<file path="config.mk">
export PLATFORM = sky130hd
export DESIGN_NAME = chess_clock_controller
export DESIGN_NICKNAME = d
export VERILOG_FILES = /design/src/rtl/chess_clock_controller.sv
export SDC_FILE = /design/constraint.sdc
export NUM_CORES = 1
export LEC_CHECK = 0
export ABC_AREA = 1
export BUFFER_PORTS_ARGS = -buffer_cell sky130_fd_sc_hd__buf_2
export CORE_MARGIN = 4
export CORE_UTILIZATION = 30
export CTS_BUF_LIST = sky130_fd_sc_hd__clkbuf_4 sky130_fd_sc_hd__clkbuf_8
export DETAILED_ROUTE_END_ITERATION = 10
export GPL_TIMING_DRIVEN = 0
export HOLD_SLACK_MARGIN = 0.03
export PLACE_DENSITY = 0.51
export SYNTH_ARGS = -nofsm -noshare
export SYNTH_HDL_FRONTEND = slang
export SYNTH_SLANG_ARGS = --single-unit
export TNS_END_PERCENT = 30
</file>
<file path="constraint.sdc">
create_clock -name clock -period 1.7 [get_ports clock]
set_clock_uncertainty 0.05 [all_clocks]
set_input_delay 0.255 -clock clock [delete_from_list [all_inputs] [get_ports clock]]
set_output_delay 0.255 -clock clock [all_outputs]
set_load 0.01 [all_outputs]
</file>
<file path="src/rtl/chess_clock_controller.sv">
// chess_clock_controller: turn sequencer for a two-player chess clock.
// It drives the run enables and the shared clear of the white and black
// countdown timers, switches sides on move presses, supports pause/resume
// and latches the result when a timer runs out.
// Optional feature: define SWITCH_LOCKOUT_EN to ignore move presses for
// LOCKOUT_CYCLES cycles after each turn switch.
module chess_clock_controller #(
  parameter int unsigned LOCKOUT_CYCLES = 25_000_000,
  parameter int unsigned MOVE_W         = 8
) (
  input  logic              clock,
  input  logic              reset,
  input  logic              start,
  input  logic              move_white,
  input  logic              move_black,
  input  logic              pause,
  input  logic              timeout_white,
  input  logic              timeout_black,
  output logic              flag_white,
  output logic              flag_black,
  output logic              timer_clear,
  output logic              turn,
  output logic              game_over,
  output logic [1:0]        winner,
  output logic [MOVE_W-1:0] move_count
);

  typedef enum logic [2:0] {
    S_IDLE      = 3'd0,
    S_WHITE_RUN = 3'd1,
    S_BLACK_RUN = 3'd2,
    S_PAUSED    = 3'd3,
    S_GAME_OVER = 3'd4
  } state_e;

  state_e state_q, state_d;
  logic   saved_turn_q, saved_turn_d;

  logic start_prev_q, white_prev_q, black_prev_q, pause_prev_q;
  logic start_ev_c, white_ev_c, black_ev_c, pause_ev_c;
  logic any_timeout_c, move_ok_c, switch_c;

  logic              flag_white_q, flag_white_d;
  logic              flag_black_q, flag_black_d;
  logic              timer_clear_q, timer_clear_d;
  logic              turn_q, turn_d;
  logic              game_over_q, game_over_d;
  logic [1:0]        winner_q, winner_d;
  logic [MOVE_W-1:0] move_count_q, move_count_d;

  // One event per press: rising edge of each already-synchronized button.
  assign start_ev_c    = start & ~start_prev_q;
  assign white_ev_c    = move_white & ~white_prev_q;
  assign black_ev_c    = move_black & ~black_prev_q;
  assign pause_ev_c    = pause & ~pause_prev_q;
  assign any_timeout_c = timeout_white | timeout_black;

  // Previous-sample registers for the button edge detectors.
  always_ff @(posedge clock) begin
    if (reset) begin
      start_prev_q <= 1'b0;
      white_prev_q <= 1'b0;
      black_prev_q <= 1'b0;
      pause_prev_q <= 1'b0;
    end else begin
      start_prev_q <= start;
      white_prev_q <= move_white;
      black_prev_q <= move_black;
      pause_prev_q <= pause;
    end
  end

`ifdef SWITCH_LOCKOUT_EN
  localparam int unsigned LOCK_W = (LOCKOUT_CYCLES > 1) ? $clog2(LOCKOUT_CYCLES + 1) : 1;

  logic [LOCK_W-1:0] lock_q, lock_d;

  // Lockout down-counter: reloaded on every switch, free-running in pause, cleared in IDLE.
  always_comb begin
    lock_d = lock_q;
    if (state_d == S_IDLE) begin
      lock_d = '0;
    end else if (switch_c) begin
      lock_d = LOCK_W'(LOCKOUT_CYCLES);
    end else if (lock_q != '0) begin
      lock_d = lock_q - LOCK_W'(1);
    end
  end

  // Lockout counter register.
  always_ff @(posedge clock) begin
    if (reset) lock_q <= '0;
    else       lock_q <= lock_d;
  end

  assign move_ok_c = (lock_q == '0);
`else
  // No lockout: LOCKOUT_CYCLES has no effect in this build.
  if (LOCKOUT_CYCLES == 0) begin : g_lockout_unused
  end

  assign move_ok_c = 1'b1;
`endif

  // State register, including the side saved on pause.
  always_ff @(posedge clock) begin
    if (reset) begin
      state_q      <= S_IDLE;
      saved_turn_q <= 1'b0;
    end else begin
      state_q      <= state_d;
      saved_turn_q <= saved_turn_d;
    end
  end

  // Next-state logic; priority within a cycle is timeout > move > pause.
  always_comb begin
    state_d      = state_q;
    saved_turn_d = saved_turn_q;
    case (state_q)
      S_IDLE: begin
        if (start_ev_c) state_d = S_WHITE_RUN;
      end
      S_WHITE_RUN: begin
        if (any_timeout_c) begin
          state_d = S_GAME_OVER;
        end else if (white_ev_c && move_ok_c) begin
          state_d = S_BLACK_RUN;
        end else if (pause_ev_c) begin
          state_d      = S_PAUSED;
          saved_turn_d = 1'b0;
        end
      end
      S_BLACK_RUN: begin
        if (any_timeout_c) begin
          state_d = S_GAME_OVER;
        end else if (black_ev_c && move_ok_c) begin
          state_d = S_WHITE_RUN;
        end else if (pause_ev_c) begin
          state_d      = S_PAUSED;
          saved_turn_d = 1'b1;
        end
      end
      S_PAUSED: begin
        if (any_timeout_c) begin
          state_d = S_GAME_OVER;
        end else if (pause_ev_c) begin
          state_d = saved_turn_q ? S_BLACK_RUN : S_WHITE_RUN;
        end
      end
      S_GAME_OVER: begin
        if (start_ev_c) state_d = S_IDLE;
      end
      default: state_d = S_IDLE;
    endcase
  end

  // Output logic: outputs are computed from the upcoming state so they register on the same edge.
  always_comb begin
    switch_c      = ((state_q == S_WHITE_RUN) && (state_d == S_BLACK_RUN)) ||
                    ((state_q == S_BLACK_RUN) && (state_d == S_WHITE_RUN));
    flag_white_d  = (state_d == S_WHITE_RUN);
    flag_black_d  = (state_d == S_BLACK_RUN);
    timer_clear_d = (state_d == S_IDLE);
    game_over_d   = (state_d == S_GAME_OVER);
    turn_d        = turn_q;
    winner_d      = winner_q;
    move_count_d  = move_count_q;
    case (state_d)
      S_IDLE: begin
        turn_d       = 1'b0;
        winner_d     = 2'b00;
        move_count_d = '0;
      end
      S_WHITE_RUN: turn_d = 1'b0;
      S_BLACK_RUN: turn_d = 1'b1;
      S_GAME_OVER: begin
        // Result bits line up as {white flagged, black flagged}: 10, 01 or 11 (draw).
        if (state_q != S_GAME_OVER) winner_d = {timeout_white, timeout_black};
      end
      default: ;
    endcase
    if (switch_c && (move_count_q != '1)) move_count_d = move_count_q + MOVE_W'(1);
  end

  // Output registers.
  always_ff @(posedge clock) begin
    if (reset) begin
      flag_white_q  <= 1'b0;
      flag_black_q  <= 1'b0;
      timer_clear_q <= 1'b1;
      turn_q        <= 1'b0;
      game_over_q   <= 1'b0;
      winner_q      <= 2'b00;
      move_count_q  <= '0;
    end else begin
      flag_white_q  <= flag_white_d;
      flag_black_q  <= flag_black_d;
      timer_clear_q <= timer_clear_d;
      turn_q        <= turn_d;
      game_over_q   <= game_over_d;
      winner_q      <= winner_d;
      move_count_q  <= move_count_d;
    end
  end

  assign flag_white  = flag_white_q;
  assign flag_black  = flag_black_q;
  assign timer_clear = timer_clear_q;
  assign turn        = turn_q;
  assign game_over   = game_over_q;
  assign winner      = winner_q;
  assign move_count  = move_count_q;

endmodule

</file>
==> results of run 1 <==
-- registers in the layout, summed over array words and instances, names as in the netlist --
name,flops
black_prev_q,1
flag_black,1
flag_white,1
game_over,1
move_count,8
pause_prev_q,1
saved_turn_q,1
start_prev_q,1
state_q,3
timer_clear,1
turn,1
white_prev_q,1
winner,2
-- layer usage --
layer | up-vias | routed length (um) | track usage [%]
li1 | 562 | - | -
met1 | 528 | 1340 | 14.2
met2 | 15 | 1480 | 19.7
met3 | 4 | 90 | 2.33
met4 | 0 | 43 | 5.03
met5 | - | 0 | 0
-- logic make-up (layout without fill, tap and decap cells) --
| family | count (synthesis) | in the layout | share of synthesized area [%] |
|---|---|---|---|
| AOI/OAI and AO/OA | 21 | 21 | 11.1 |
| and+or+nand+nor | 78 | 79 | 40.6 |
| buffers and inverters | 25 | 52 | 8.59 |
| adders and majority gates | 1 | 1 | 0.976 |
| xor gates and xnor gates | 4 | 4 | 2.73 |
| DFF | 23 | 23 | 35.9 |
-- cells in the mapped netlist (all sizes together) (2+ instances only) --
library cell  instances
dfxtp                23
inv                  22
nand2                21
nand3                21
nor2                 21
a21oi                12
nand3b                7
o21ai                 4
xor2                  4
nand4                 3
nor3                  3
a22oi                 2
buf                   2
-- where the power goes --
group	switching [mW]	leakage, nW	total (mW)	internal, mW
Combinational	0.113	0.494	0.182	0.0693
Clock	0.180	0.0255	0.344	0.164
Sequential	0.0112	0.190	0.571	0.560
-- stage by stage --
step / hold WS (ps) / power [mW] / TNS, ps
floorplan: 312 / 0.711 / 0
global placement: 414 / 0.756 / 0
detailed placement: 431 / 0.763 / -119
CTS: 144 / 1.12 / 0
global route: 151 / 1.17 / 0
finish: 155 / 1.10 / 0
-- what timing repair did --
action | CTS | global route
resized for setup | 6 | 8
buffers inserted | 0 | 2
pin swaps | 3 | 3
endpoints found under the setup margin | 8 | 10
cloned | 0 | 1
-- worst min-delay path, delay by kind of cell --
kind / cells / cell delay (ps)
AND/OR/NAND/NOR: 1 / 30
buffers and inverters: 2 / 140
-- final timing paths --
check,endpoint,slack (ps)
setup / recovery,move_count[0],100
hold reg to reg,move_count[6],440
setup reg to reg,move_count[0],100
hold / removal,white_prev_q,160
-- area by class of cell --
type                            instances  share of cell area [%]
Sequential cell                        23                    30.0
Timing Repair Buffer                   23                    7.70
Multi-Input combinational cell        105                    48.3
Tap cell                               50                    4.01
Clock inverter                          1                   0.321
Buffer                                  3                    1.76
Clock buffer                            3                    2.65
Inverter                               22                    5.29
==> metrics.csv, run 1 <==
metric,value,unit
"CTS clk-pin slew, worst paths",90,ps
# diodes,0,
antenna-violating nets left,0,
fraction of layout cells with a size suffix above 1,45.0,%
Post-Route WL,2950,um
core area,4060,um2
worst reg-to-reg path cell count,9,
startpoint types,register,
sequential cell area,468,um2
Syn-to-layout area delta,21.8,%
initial antenna violation count,0,
RSZ-0062 raised after global routing,false,
gr ovfl total,0,
GRT Util Overall,11.6,%
sequential area share after synthesis,35.9,%
main flop type after synthesis,dfxtp_1,
placed cell area,1450,um2
Post-Synthesis Net Count,161,
Final Setup Violations,0,
slowest cell delay on critical path,350,ps
final-report max-slew violation count,0,
Synth Area per Inst,8.43,um2
Worst EP arrival,1690,ps
final std cells w/o fill,230,
input/output buffers,21,
Cells after Synth,152,
CTS tree,done,
final hold violation count,0,
clock root buffer,clkbuf_8,
Stages on worst setup path,9,
Post-Syn Area,1280,um2
worst path buffer plus inverter count,1,
Die X,73.4,um
DR DRC count,0,
crit path max-delay cell type,dfxtp_1,
critical path endpoint category,register,
Starting Density,31.6,%
clock buffer depth,2,
"commonest non-fill, non-tap cells in the layout","21 x buf_2, 19 x dfxtp_1, 15 x inv_1",
worst-margin pin slew,550,ps
Setup CP Type,register to register,
fmax,625,MHz
Worst Hold Class,input pin to register,
# rows,23,
Yosys top cell by area,dfxtp_1,
"delay-heaviest family, CP",simple AND/OR/NAND/NOR gates,
clk_lat worst skew,260,ps
die height,73.4,um
Post-synth EDFFs,0,
outcome,completed,
pin count of the biggest net entering global routing,14,
First DRT Iteration DRCs,37,
fin worst setup slack,100,ps
Finished Cell Area,1560,um2
drt pass-1 iters,4,
vias per cell,4.82,
Power Density,703,nW/um2
Final Core Density,38.5,%
most area-consuming cells after synthesis,"dfxtp_1 36%, nand3_2 7.0%, a21oi_2 4.8%, nand3_1 4.7%, inv_1 4.4%",
"Async S/R FF share, synth",0,%
Die Area,5380,um2
Final HPWL DP,2290,um
# hold bufs at CTS,0,
r2r startpoint,state_q[0],
Crit Path Max Fanout,8,
worst vdd ir,321,uV
min-delay src,move_white,
top cell type's share of synthesized area,35.9,%
number of synthesized register bits,23,
Post-Place Setup Slack,-34.0,ps
CTS H-tree depth,1,
Vias,1109,
Inst Count DP,223,
Critical Path RT,1790,ps
number of global-route vias before repair,1108,
final net count,190,
warning count from the yosys run,0,
leak pwr,0.709,nW
crit-path cells,inv_2 -> nor2_2 -> nand3_2 -> nor2_4 -> nand4_2 -> nand2_4 -> nand2_8 -> nand3_1 -> a21oi_1,
GP Congestion,0.809,
clock sinks,23,
Multi-input gate area,753,um2
"most common cell after layout, fill and taps aside",buf_2,
crit path from,state_q[0],
routed length per instance,12.8,um
Synth cell types,32,
Max Cap Viol,0,
fillers,425,
TritonCTS Buffers,3,
Worst slew margin,63.4,%
fin crit share,94.1,%
num ports,23,
Min-Delay Path Depth,3,
Final min period,1600,ps
first-pass GRT wire length,4940,um
Power figures use the tool's default switching activity.
==> run 2, diff against run 1 <==
Settings changed: ABC_AREA 1 to not set, PLACE_DENSITY 0.51 to 0.52.
==> run 2 against run 1 <==
Fmax fell by 12%. Register-to-register slack got worse by 230 ps. Clock-buffer cell count did not move. Largest power group unchanged. Critical endpoint is now move_count[7]. Routed wire length fell by 8.9%. The flow now finishes with violations (negative setup slack). Largest cell class unchanged. Via count fell by 6.9%. Cell count fell by 8.7%.
==> metrics.csv, run 2 <==
metric,value,unit
outcome,finished with violations,
violated checks,negative setup slack,
"commonest non-fill, non-tap cells in the layout","22 x buf_2, 17 x dfxtp_1, 13 x nand2_1",
Worst slew margin,64.7,%
number of global-route vias before repair,984,
final net count,174,
Inst Count DP,197,
clk_lat worst skew,260,ps
startpoint types,register,
Tot Pwr,1.09,mW
Power Density,693,nW/um2
vias per cell,4.91,
clock sinks,23,
die height,69.0,um
fraction of layout cells with a size suffix above 1,43.9,%
final hold violation count,0,
crit path max-delay cell type,a2111oi_4,
sequential area share after synthesis,41.2,%
Die X,69.0,um
clock buffer depth,2,
initial antenna violation count,0,
leak pwr,0.606,nW
Syn-to-layout area delta,40.8,%
final-report max-slew violation count,0,
Setup TNS,-928,ps
Worst EP arrival,1930,ps
placed cell area,1300,um2
"delay-heaviest family, CP",compound AO/OA/AOI/OAI gates,
Critical Path RT,1800,ps
fillers,370,
Routed met1 length,1230,um
fmax,547,MHz
First DRT Iteration DRCs,47,
Synth cell types,38,
routed length per instance,12.8,um
# diodes,0,
fin worst setup slack,-127,ps
Post-Synthesis Net Count,138,
critical path endpoint category,register,
Starting Density,32.2,%
Post-Syn Area,1120,um2
Met2 Routed Length,1320,um
gr ovfl total,0,
clock root buffer,clkbuf_8,
worst path buffer plus inverter count,1,
Setup CP Type,register to register,
"Async S/R FF share, synth",0,%
Finished Cell Area,1570,um2
num ports,23,
Yosys top cell by area,dfxtp_1,
first-pass GRT wire length,4590,um
Crit Path Max Fanout,8,
# rows,21,
"CTS clk-pin slew, worst paths",80,ps
worst vdd ir,448,uV
"count leader, synth",dfxtp_1,
worst-margin pin slew,527,ps
CTS H-tree depth,1,
Worst Hold Class,input pin to register,
drt pass-1 iters,4,
Final Setup Violations,11,
number of synthesized register bits,23,
Post-Route WL,2690,um
TritonCTS Buffers,3,
DR DRC count,0,
Cells after Synth,129,
Post-synth EDFFs,0,
highest routed layer,met4,
main flop type after synthesis,dfxtp_1,
Max Cap Viol,0,
slowest cell delay on critical path,380,ps
antenna-violating nets left,0,
GRT Util Overall,11.5,%
Post-synth top cells,"23 x dfxtp_1, 13 x nand2_1, 10 x a21oi_1, 10 x nor2_1",
Final min period,1830,ps
core area,3470,um2
fin crit share,107,%
GP Congestion,0.778,
RSZ-0062 raised after global routing,true,
Multi-input gate area,776,um2
Largest register FFs,8,
most area-consuming cells after synthesis,"dfxtp_1 41%, a21oi_1 4.5%, nand2_1 4.4%, nor2_1 3.4%, nor2b_1 3.4%",
pin count of the biggest net entering global routing,14,
final std cells w/o fill,210,
"most common cell after layout, fill and taps aside",buf_2,
input/output buffers,22,
Vias,1032,
routed length on met3,125,um
crit-path cells,and2b_2 -> o311ai_4 -> a21oi_2 -> a2111oi_4 -> buf_6 -> o22ai_2,
Final HPWL DP,1830,um
warning count from the yosys run,0,
Die Area,4760,um2
CTS tree,done,
Synth Area per Inst,8.66,um2
top cell type's share of synthesized area,41.2,%
sequential cell area,470,um2
[run 2: timing repair]
action	in CTS	in global routing
cloned	0	0
hold buffers	0	0
pin swaps	4	11
setup endpoints to repair	15	15
hold endpoints to repair	0	0
buffers inserted	6	5
gates resized for setup	16	23
[run 2: layout make-up]
type                       instances  share of cell area (%)
timing repair buffer              33                    12.7
tap                               46                    3.66
inverter                           1                   0.239
sequential                        23                    29.9
multi-input combinational        101                    49.3
clock buffer                       3                    2.63
buffer                             2                    1.19
clock inverter                     1                   0.318
[run 2: logic make-up (layout without fill, tap and decap cells)]
group | count (synthesis) | count (layout) | share of synthesized area, %
AND/OR/NAND/NOR | 61 | 61 | 30.0
AO/OA/AOI/OAI | 36 | 36 | 23.5
flip-flops | 23 | 23 | 41.2
buffers and inverters | 5 | 40 | 1.79
XOR/XNOR | 3 | 3 | 2.35
adder cells (fa/ha/maj) | 1 | 1 | 1.12
[run 2: path summary, 6_finish.rpt]
kind	from	end	slack [ps]	cells after the start
worst max-delay path	white_prev_q	move_count[7]	-130	6
worst min-delay path	start	start_prev_q	170	2
worst max register to register	white_prev_q	move_count[7]	-130	6
worst min register to register	winner[1]	winner[1]	440	2
[run 2: where the power goes]
group | total, mW | switching, mW | internal [mW] | leakage [nW]
logic | 0.182 | 0.0991 | 0.0831 | 0.390
clock network | 0.338 | 0.174 | 0.164 | 0.0255
registers | 0.570 | 0.0133 | 0.556 | 0.190
[run 2: stage by stage]
stage               util [%]  hold WS, ps  setup WS (ps)
finish                  45.3          171           -127
global route            45.3          165           -221
CTS                     42.0          161           -136
detailed placement      37.4          429           -413
global placement        37.4          422           -419
floorplan                  -          278          -95.6
[run 2: per-layer routing]
layer,global-route usage (%),up-vias
met2,19.0,19
met4,2.60,0
met5,0,-
li1,-,533
met1,14.3,478
met3,3.92,2
